`config.mk`:
```
export PLATFORM = sky130hd
export DESIGN_NAME = ex_stage
export DESIGN_NICKNAME = d
export VERILOG_FILES = /design/src/rtl/ex_stage.sv
export SDC_FILE = /design/constraint.sdc
export NUM_CORES = 1
export LEC_CHECK = 0
export BUFFER_PORTS_ARGS = -buffer_cell sky130_fd_sc_hd__buf_2
export CORE_MARGIN = 2
export CORE_UTILIZATION = 30
export CTS_BUF_LIST = sky130_fd_sc_hd__clkbuf_16
export CTS_CLUSTER_DIAMETER = 100
export DETAILED_ROUTE_END_ITERATION = 8
export PLACE_DENSITY = 0.53
export RECOVER_POWER = 50
export SLEW_MARGIN = 5
export SYNTH_ARGS = -nofsm -noshare
export SYNTH_HDL_FRONTEND = slang
export SYNTH_SLANG_ARGS = --single-unit
export TNS_END_PERCENT = 1
```
`constraint.sdc`:
```
create_clock -name clk -period 5.6 [get_ports clk]
set_clock_uncertainty 0.2 [all_clocks]
set_input_delay 0.28 -clock clk [delete_from_list [all_inputs] [get_ports clk]]
set_output_delay 0.28 -clock clk [all_outputs]
set_load 0.01 [all_outputs]
```
`src/rtl/ex_stage.sv`:
```
// Execute stage: forwarding muxes, ALU, branch resolution and an iterative
// 33-cycle multiply/divide unit with HI/LO registers.
module ex_stage (
  input  logic        clk,
  input  logic        rst,
  input  logic        Flush_EX,
  input  logic [3:0]  ALUControl_EX,
  input  logic        ALUSrc_EX,
  input  logic        RegDst_EX,
  input  logic [1:0]  ALUOF_EX,
  input  logic        Branch_EX,
  input  logic [2:0]  BranchSt_EX,
  input  logic [31:0] PCPlus4_EX,
  input  logic [31:0] ReadRs_EX,
  input  logic [31:0] ReadRt_EX,
  input  logic [31:0] Signimm_EX,
  input  logic [4:0]  RT_EX,
  input  logic [4:0]  RD_EX,
  input  logic [1:0]  ForwardA,
  input  logic [1:0]  ForwardB,
  input  logic [31:0] ALUOut_MEM,
  input  logic [31:0] Result_WB,
  output logic [31:0] ALUOut_EX,
  output logic [31:0] WriteData_EX,
  output logic [4:0]  WriteReg_EX,
  output logic        Overflow_EX,
  output logic        BranchTaken_EX,
  output logic [31:0] BranchTarget_EX,
  output logic        Stall_EX
);

  localparam logic [3:0] OP_AND  = 4'b0000, OP_OR   = 4'b0001, OP_ADD  = 4'b0010,
                         OP_XOR  = 4'b0011, OP_SUB  = 4'b0110, OP_SLT  = 4'b0111,
                         OP_NOR  = 4'b1100, OP_MFHI = 4'b1101, OP_MFLO = 4'b1110;

  typedef enum logic [1:0] {IDLE, RUN, DONE} md_state_t;

  md_state_t          state;
  logic [4:0]         cnt;
  logic [31:0]        hi_q, lo_q;
  logic [63:0]        acc_q;
  logic [31:0]        opb_q, dividend_q;
  logic               is_div_q, neg_res_q, neg_rem_q, div0_q;

  logic [31:0]        src_a, fwd_b, src_b, sum, diff;
  logic signed [31:0] a_s, b_s;
  logic               md_op, start, md_signed;
  logic [32:0]        mul_upper, div_shift, div_rem;
  logic               div_ge;
  logic [63:0]        step_next, prod;
  logic [31:0]        fin_hi, fin_lo;
  logic               unused_bits;

  // Conditional two's-complement negate used for sign/magnitude conversion.
  function automatic logic [31:0] cneg32(input logic neg, input logic [31:0] v);
    return neg ? (32'd0 - v) : v;
  endfunction

  function automatic logic [63:0] cneg64(input logic neg, input logic [63:0] v);
    return neg ? (64'd0 - v) : v;
  endfunction

  assign unused_bits = ALUOF_EX[1] ^ div_rem[32];

  // Forwarding muxes for both register operands, then the immediate select.
  always_comb begin
    case (ForwardA)
      2'b01:   src_a = Result_WB;
      2'b10:   src_a = ALUOut_MEM;
      default: src_a = ReadRs_EX;
    endcase
    case (ForwardB)
      2'b01:   fwd_b = Result_WB;
      2'b10:   fwd_b = ALUOut_MEM;
      default: fwd_b = ReadRt_EX;
    endcase
    src_b = ALUSrc_EX ? Signimm_EX : fwd_b;
  end

  assign WriteData_EX    = fwd_b;
  assign WriteReg_EX     = RegDst_EX ? RD_EX : RT_EX;
  assign BranchTarget_EX = PCPlus4_EX + {Signimm_EX[29:0], 2'b00};
  assign sum             = src_a + src_b;
  assign diff            = src_a - src_b;
  assign a_s             = src_a;
  assign b_s             = src_b;

  // ALU result select; HI/LO reads see the registered value.
  always_comb begin
    case (ALUControl_EX)
      OP_AND:  ALUOut_EX = src_a & src_b;
      OP_OR:   ALUOut_EX = src_a | src_b;
      OP_ADD:  ALUOut_EX = sum;
      OP_XOR:  ALUOut_EX = src_a ^ src_b;
      OP_SUB:  ALUOut_EX = diff;
      OP_SLT:  ALUOut_EX = {31'd0, a_s < b_s};
      OP_NOR:  ALUOut_EX = ~(src_a | src_b);
      OP_MFHI: ALUOut_EX = hi_q;
      OP_MFLO: ALUOut_EX = lo_q;
      default: ALUOut_EX = 32'd0;
    endcase
  end

  // Signed overflow: operands agree in sign (ADD) or differ (SUB) and the result sign flips.
  assign Overflow_EX = ALUOF_EX[0] &
    (((ALUControl_EX == OP_ADD) & ~(src_a[31] ^ src_b[31]) & (sum[31] ^ src_a[31])) |
     ((ALUControl_EX == OP_SUB) &  (src_a[31] ^ src_b[31]) & (diff[31] ^ src_a[31])));

  // Branch condition always compares against forwarded Rt, never the immediate.
  always_comb begin
    case (BranchSt_EX)
      3'b000:  BranchTaken_EX = Branch_EX & (src_a == fwd_b);
      3'b001:  BranchTaken_EX = Branch_EX & (src_a != fwd_b);
      3'b010:  BranchTaken_EX = Branch_EX & (a_s <= 0);
      3'b011:  BranchTaken_EX = Branch_EX & (a_s > 0);
      3'b100:  BranchTaken_EX = Branch_EX & (a_s < 0);
      3'b101:  BranchTaken_EX = Branch_EX & (a_s >= 0);
      default: BranchTaken_EX = 1'b0;
    endcase
  end

  assign md_op     = (ALUControl_EX[3:2] == 2'b10);
  assign md_signed = ~ALUControl_EX[0];
  assign start     = (state == IDLE) & md_op & ~Flush_EX;
  assign Stall_EX  = start | (state == RUN);

  // One iteration: shift-add multiply on {upper, multiplier} or a restoring divide step on {rem, quo}.
  always_comb begin
    mul_upper = {1'b0, acc_q[63:32]} + (acc_q[0] ? {1'b0, opb_q} : 33'd0);
    div_shift = {acc_q[63:32], acc_q[31]};
    div_ge    = div_shift >= {1'b0, opb_q};
    div_rem   = div_ge ? (div_shift - {1'b0, opb_q}) : div_shift;
    step_next = is_div_q ? {div_rem[31:0], acc_q[30:0], div_ge}
                         : {mul_upper, acc_q[31:1]};
    prod      = cneg64(neg_res_q, step_next);
    if (!is_div_q) begin
      fin_hi = prod[63:32];
      fin_lo = prod[31:0];
    end else if (div0_q) begin
      fin_hi = dividend_q;
      fin_lo = 32'hFFFF_FFFF;
    end else begin
      fin_hi = cneg32(neg_rem_q, step_next[63:32]);
      fin_lo = cneg32(neg_res_q, step_next[31:0]);
    end
  end

  // Control FSM, iteration counter and architectural HI/LO.
  always_ff @(posedge clk) begin
    if (rst) begin
      state <= IDLE;
      cnt   <= 5'd0;
      hi_q  <= 32'd0;
      lo_q  <= 32'd0;
    end else begin
      case (state)
        IDLE: if (start) begin
          state <= RUN;
          cnt   <= 5'd0;
        end
        RUN: if (Flush_EX) begin
          state <= IDLE;
        end else begin
          cnt <= cnt + 5'd1;
          if (cnt == 5'd31) begin
            hi_q  <= fin_hi;
            lo_q  <= fin_lo;
            state <= DONE;
          end
        end
        default: state <= IDLE;
      endcase
    end
  end

  // Operand capture as magnitudes (B is forwarded Rt) and the per-cycle working register.
  always_ff @(posedge clk) begin
    if (start) begin
      acc_q      <= {32'd0, cneg32(md_signed & src_a[31], src_a)};
      opb_q      <= cneg32(md_signed & fwd_b[31], fwd_b);
      dividend_q <= src_a;
      is_div_q   <= ALUControl_EX[1];
      neg_res_q  <= md_signed & (src_a[31] ^ fwd_b[31]);
      neg_rem_q  <= md_signed & src_a[31];
      div0_q     <= (fwd_b == 32'd0);
    end else if (state == RUN) begin
      acc_q <= step_next;
    end
  end

endmodule

```
# After elaboration in Yosys (flattened, before gate mapping)
# Index checks and enable logic that the tools add are counted.
[op_classes] bitwise=29 eq_ne=25 n_mux=27 shifts=0 order_cmp=6 div_mod_pow=0 mul=0 n_reduce_logical=9 addsub=11
[ops] op="32-bit two-way mux" n=13
[ops] op="32-bit case mux with 9 select lines" n=1
[ops] op="64-bit two-way mux" n=2
[ops] op="32-bit case mux with 2 select lines" n=2
[ops] op="1-bit by 32-bit subtractor with 32-bit output, first input constant" n=4
[ops] op="32-bit adder" n=2
[ops] op="1-bit by 64-bit subtractor with 64-bit output, first input constant" n=1
[ops] op="32-bit subtractor" n=2
[ops] op="32-bit by 32-bit adder with 33-bit output" n=1
[ops] op="33-bit by 32-bit greater-or-equal comparator with 1-bit output" n=1
[ops] op="32-bit bitwise AND" n=1
[ops] op="32-bit equality test" n=1
[ops] op="32-bit by 1-bit greater-or-equal comparator with 1-bit output, second input constant" n=1
[ops] op="32-bit by 1-bit > comparator with 1-bit output, second input constant" n=1
[ops] op="32-bit by 1-bit less-or-equal comparator with 1-bit output, second input constant" n=1
[ops] op="32-bit logical NOT" n=1
[ops] op="32-bit by 1-bit < comparator with 1-bit output, second input constant" n=1
[ops] op="32-bit < comparator" n=1
[ops] op="32-bit != test" n=1
[ops] op="32-bit NOT" n=1
[ops] op="32-bit OR" n=1
[ops] op="32-bit bitwise XOR" n=1
[ops] op="1-bit bitwise AND" n=16
[ops] op="5-bit two-way mux" n=3
[ops] op="26 further kinds" n=47
[word_totals] ff_bits=203 latchBits=0 rom_bits=0 n_memories=0 mem_bits_rw=0 word_cells=119

# Depth between registers and ports, before layout
[logic_depth] ltp_word=9 ltp_mapped=26 depth_no_buf=23

# Least setup slack after synthesis
# OpenSTA, ideal clock, no wires.
[synth_timing] kind="input to output" from="input ForwardB[0]" to="output Overflow_EX" n_path_buf=4 setup_slack_ns=-0.417 arrival_ns=5.537 t_required_ns=5.120 cell_stages=26 cell_sequence="inv_1 -> ha_1 -> clkbuf_1 -> clkbuf_1 -> buf_1 -> clkbuf_1 -> nand2_1 -> o21ai_0 -> inv_1 -> o21ai_0 -> inv_1 -> ha_1 -> a21o_1 -> a21oi_1 -> o211ai_1 -> a21o_1 -> a21o_1 -> a211o_1 -> a21oi_1 -> o21bai_1 -> a221o_1 -> a31o_2 -> a21o_1 -> nor3_1 -> a31oi_1 -> o221ai_1"
[synth_between] elab_cells_between_ends=16 cone_classes="add/sub: 2; eq/ne: 2; mux: 2; bitwise: 10"
[synth_rtl] item="from (decl)" line="20" text="input logic [1:0] ForwardB,"
[synth_rtl] item="2-bit equality test or 2-bit by 1-bit equality test with 1-bit output (tied branches)" line="72" text="case (ForwardB)"
[synth_rtl] item="32-bit case mux with 2 select lines *" line="72"
[synth_rtl] item="net WriteData_EX[1]" line="24" text="output logic [31:0] WriteData_EX,"
[synth_rtl] item="32-bit two-way mux *" line="77" text="src_b = ALUSrc_EX ? Signimm_EX : fwd_b;"
[synth_rtl] item="32-bit adder or 32-bit subtractor (tied branches)" line="83, 84"
[synth_rtl] item="1-bit bitwise XOR (on tied branches)" line="106, 107"
[synth_rtl] item="1-bit bitwise AND (on tied branches)" line="106, 107"
[synth_rtl] item="1-bit OR *" line="106" text="(((ALUControl_EX == OP_ADD) & ~(src_a[31] ^ src_b[31]) & (sum[31] ^ src_a[31])) |"
[synth_rtl] item="1-bit bitwise AND *" line="105" text="assign Overflow_EX = ALUOF_EX[0] &"
[synth_rtl] item="to (decl)" line="26" text="output logic Overflow_EX,"
# Mark *: on every way through the listed nets, which the timed path passes. The rest lies on a longest branch.

# Final worst setup path
[layout_timing] from="input ForwardA[1]" to="output ALUOut_EX[31]"
[layout_between] elab_chain_cells=5 elab_cells_between_ends=10 cone_classes="add/sub: 2; eq/ne: 2; mux: 2; bitwise: 4"
[layout_lines] item="from (decl)" line="19" text="input logic [1:0] ForwardA,"
[layout_lines] item="2-bit equality test or 2-bit by 1-bit equality test with 1-bit output (tied branches)" line="67" text="case (ForwardA)"
[layout_lines] item="32-bit case mux with 2 select lines *" line="67"
[layout_lines] item="branches (longest 2 deep; another with 32-bit subtractor)"
[layout_lines] item="32-bit case mux with 9 select lines *" line="90" text="case (ALUControl_EX)"
[layout_lines] item="to (decl)" line="23" text="output logic [31:0] ALUOut_EX,"
# Every way passes the cells marked *.

==> run metrics <==
reg2reg end hi_q[30]; Max-cap violations 4; Seq/Total Area, Yosys 0.210; grt total ovfl 0; CTS clock-pin slew for the worst setup and hold paths 0.06 ns; FF-to-FF path depth 18; synthesized netlist net count 3,641; Hold Crit Class in -> reg; FF+latch count, synth 203; CTS tree built; Post-Syn Instances 3,216; Ant. Diodes 0; Hold Vio Cnt, Final 0; Leak 0.0129 µW; slowest CP cell or3_1; Max VDD drop 0.179 mV; final instance area 0.0299 mm²; Startpoint Class primary input; setup-violating endpoint count in the final report 0; Slowest Stage Delay on Critical Path 0.33 ns; clk sinks 203; share of layout cells above drive strength 1 0.200; Combinational Power Share 0.564; outcome finished, violations left; CP Max Fanout 15; WHS 0.0482 ns; async set-reset flop share out of synthesis 0; hold depth 2; die area 0.0826 mm²; DRT Pass-1 Iters 5; fin. max-slew vios 174; Switch Pwr 3480 µW; fmax 183 MHz; root buffer cell clkbuf_16; reg2reg start acc_q[31]; hold path endpoint neg_res_q; Sum Neg Setup Slack 0 ns; drt total wl 115,000 µm; PD cells 266 mW/mm²; io pins 325; WL/cell 24.0 µm; actual slew at the worst max-slew pin 2.88 ns; Int Pwr 4480 µW; DR vias/cell 5.56; Area growth syn-to-layout 24.1%; RSZ-0062 raised after global routing true; critical path's top delay family compound AO/OA/AOI/OAI gates; dpl cell area 0.0290 mm²; period utilization 0.974; Clock Latency Late Sink 0.56 ns; Residual DRC 0; Hold Startpoint ALUControl_EX[0]; most frequent cells in the layout 324 x nor2_1, 296 x buf_2, 294 x buf_4; TritonCTS Buffers 25; Vias 26,660; Sequential Power Share 0.221; DIE WIDTH 287 µm; commonest non-fill, non-tap cell in the layout nor2_1; Tmin final 5.45 ns; DRT iter0 DRCs 2,173; crit path cell chain buf_2, ha_2, buf_4, a22oi_1, nor2_1, a21oi_1, clkbuf_1, ha_1, buf_4, nand2_1, nor2_1, and2_1, or3_1, a21o_1, a211o_1, a21oi_2, o21bai_1, a221o_1, a31o_2, a21o_1, o31a_1, o32ai_1, buf_2; CP Buf/Inv Count 5; gp weighted congestion 0.963; number of global-route vias before repair 25,876; R2R setup slack 0.17 ns; Post-Syn Area 0.0241 mm²; ranking of synthesized cells by area edfxtp_1 12%, ha_1 10%, dfxtp_1 8.6%; Initial Utilization 0.304; Total Power 7960 µW; Switching Fraction 0.437; Buffers on Ports 319; critical path arrival 4.97 ns; htree depth 1; Rows 103; crit path from ForwardA[1]; total track usage 0.270; Yosys cell types 98; mean post-synth cell area 7.50 µm²; largest net degree at the start of global routing 80; Layout Utilization 0.377; area of the core 0.0793 mm²; post-DP HPWL 94,000 µm; CP Class in -> out; leading area contributor after synthesis edfxtp_1; DIE HEIGHT 287 µm; top_reg_cell synth dfxtp_1; initial antenna violation count 2; final net count 4,151; Clock Power Share 0.215; Synth warnings 0; Clock Path Buffers 3; headroom to the max-slew limit -0.917; global-route wire length before repair 168,000 µm; violations in the final reports max-capacitance violations, max-slew violations; WP data required 5.12 ns; Synth top area share 0.125; Crit. End Element primary output; Post-synth EDFFs 100; ANT nets after route 0
cells by family after synthesis:
family	Yosys count	synth area share
AOI/OAI and AO/OA	1082	0.296
and+or+nand+nor	1000	0.196
buffers and inverters	389	0.0616
xor gates and xnor gates	257	0.0934
adders and majority gates	204	0.107
DFF	203	0.210
muxes	81	0.0348
power by group through the flow:
stage	Combinational, µW	Clock, µW	Sequential [µW]
final	4490	1710	1760
after global routing	4840	1790	1770
after CTS	4410	1730	1750
after detailed placement	4370	0	1790
after global placement	4390	0	1790
after floorplan	2630	0	1760
state kept, by name (all words and copies together), names as in the netlist:
name / count
hi_q: 32
opb_q: 32
acc_q: 64
cnt: 5
dividend_q: 32
neg_rem_q: 1
state: 2
is_div_q: 1
lo_q: 32
div0_q: 1
neg_res_q: 1
Yosys cell counts (58+ instances only):
master    number
mux2i_1       65
inv_1        212
a211oi_1      58
ha_1         199
nor2_1       328
nor3_1        77
nand2_1      268
dfxtp_1      103
edfxtp_1     100
a21oi_1      274
clkbuf_1     142
o21ai_0      222
a22oi_1      103
xnor2_1      206
repair_timing:
| item | 4_1_cts | 5_1_grt |
|---|---|---|
| hold endpoints to repair | 6 | 0 |
| endpoints found under the setup margin | 4 | 30 |
| pin swaps | 0 | 3 |
| hold buffers | 4 | 0 |
| gates resized for setup | 3 | 50 |
| buffers inserted | 0 | 1 |
per-stage QoR:
step,instances,setup WS [ns]
finish,4795,0.146
global route,4795,-0.0533
CTS,4794,0.0151
detailed placement,4744,-0.135
global placement,4744,-0.0878
floorplan,3216,0.00949
per-layer routing:
metal,track usage,vias up,part of all wire
li1,-,12737,-
met1,0.344,12774,0.42
met2,0.445,934,0.46
met3,0.0373,213,0.068
met4,0.132,2,0.056
met5,0,-,0.000096
how the worst max path moves through the flow:
| stage | endpoint | cells after the start |
|---|---|---|
| global route | hi_q[24] | 22 |
| global placement | ALUOut_EX[31] | 23 |
| finish | ALUOut_EX[31] | 23 |
| floorplan | Overflow_EX | 26 |
| CTS | ALUOut_EX[31] | 22 |
| detailed placement | ALUOut_EX[29] | 26 |
layout make-up:
type                    instances  area [µm²]
clock buffers                  25         626
flip-flops and latches        203        5060
well taps                    1050        1310
repair buffers                659        4100
fillers                      8427       49400
clock inverters                21         219
multi-input cells            2624       17800
inverters                     213         801
No activity file was read; power rests on OpenSTA's default activity.
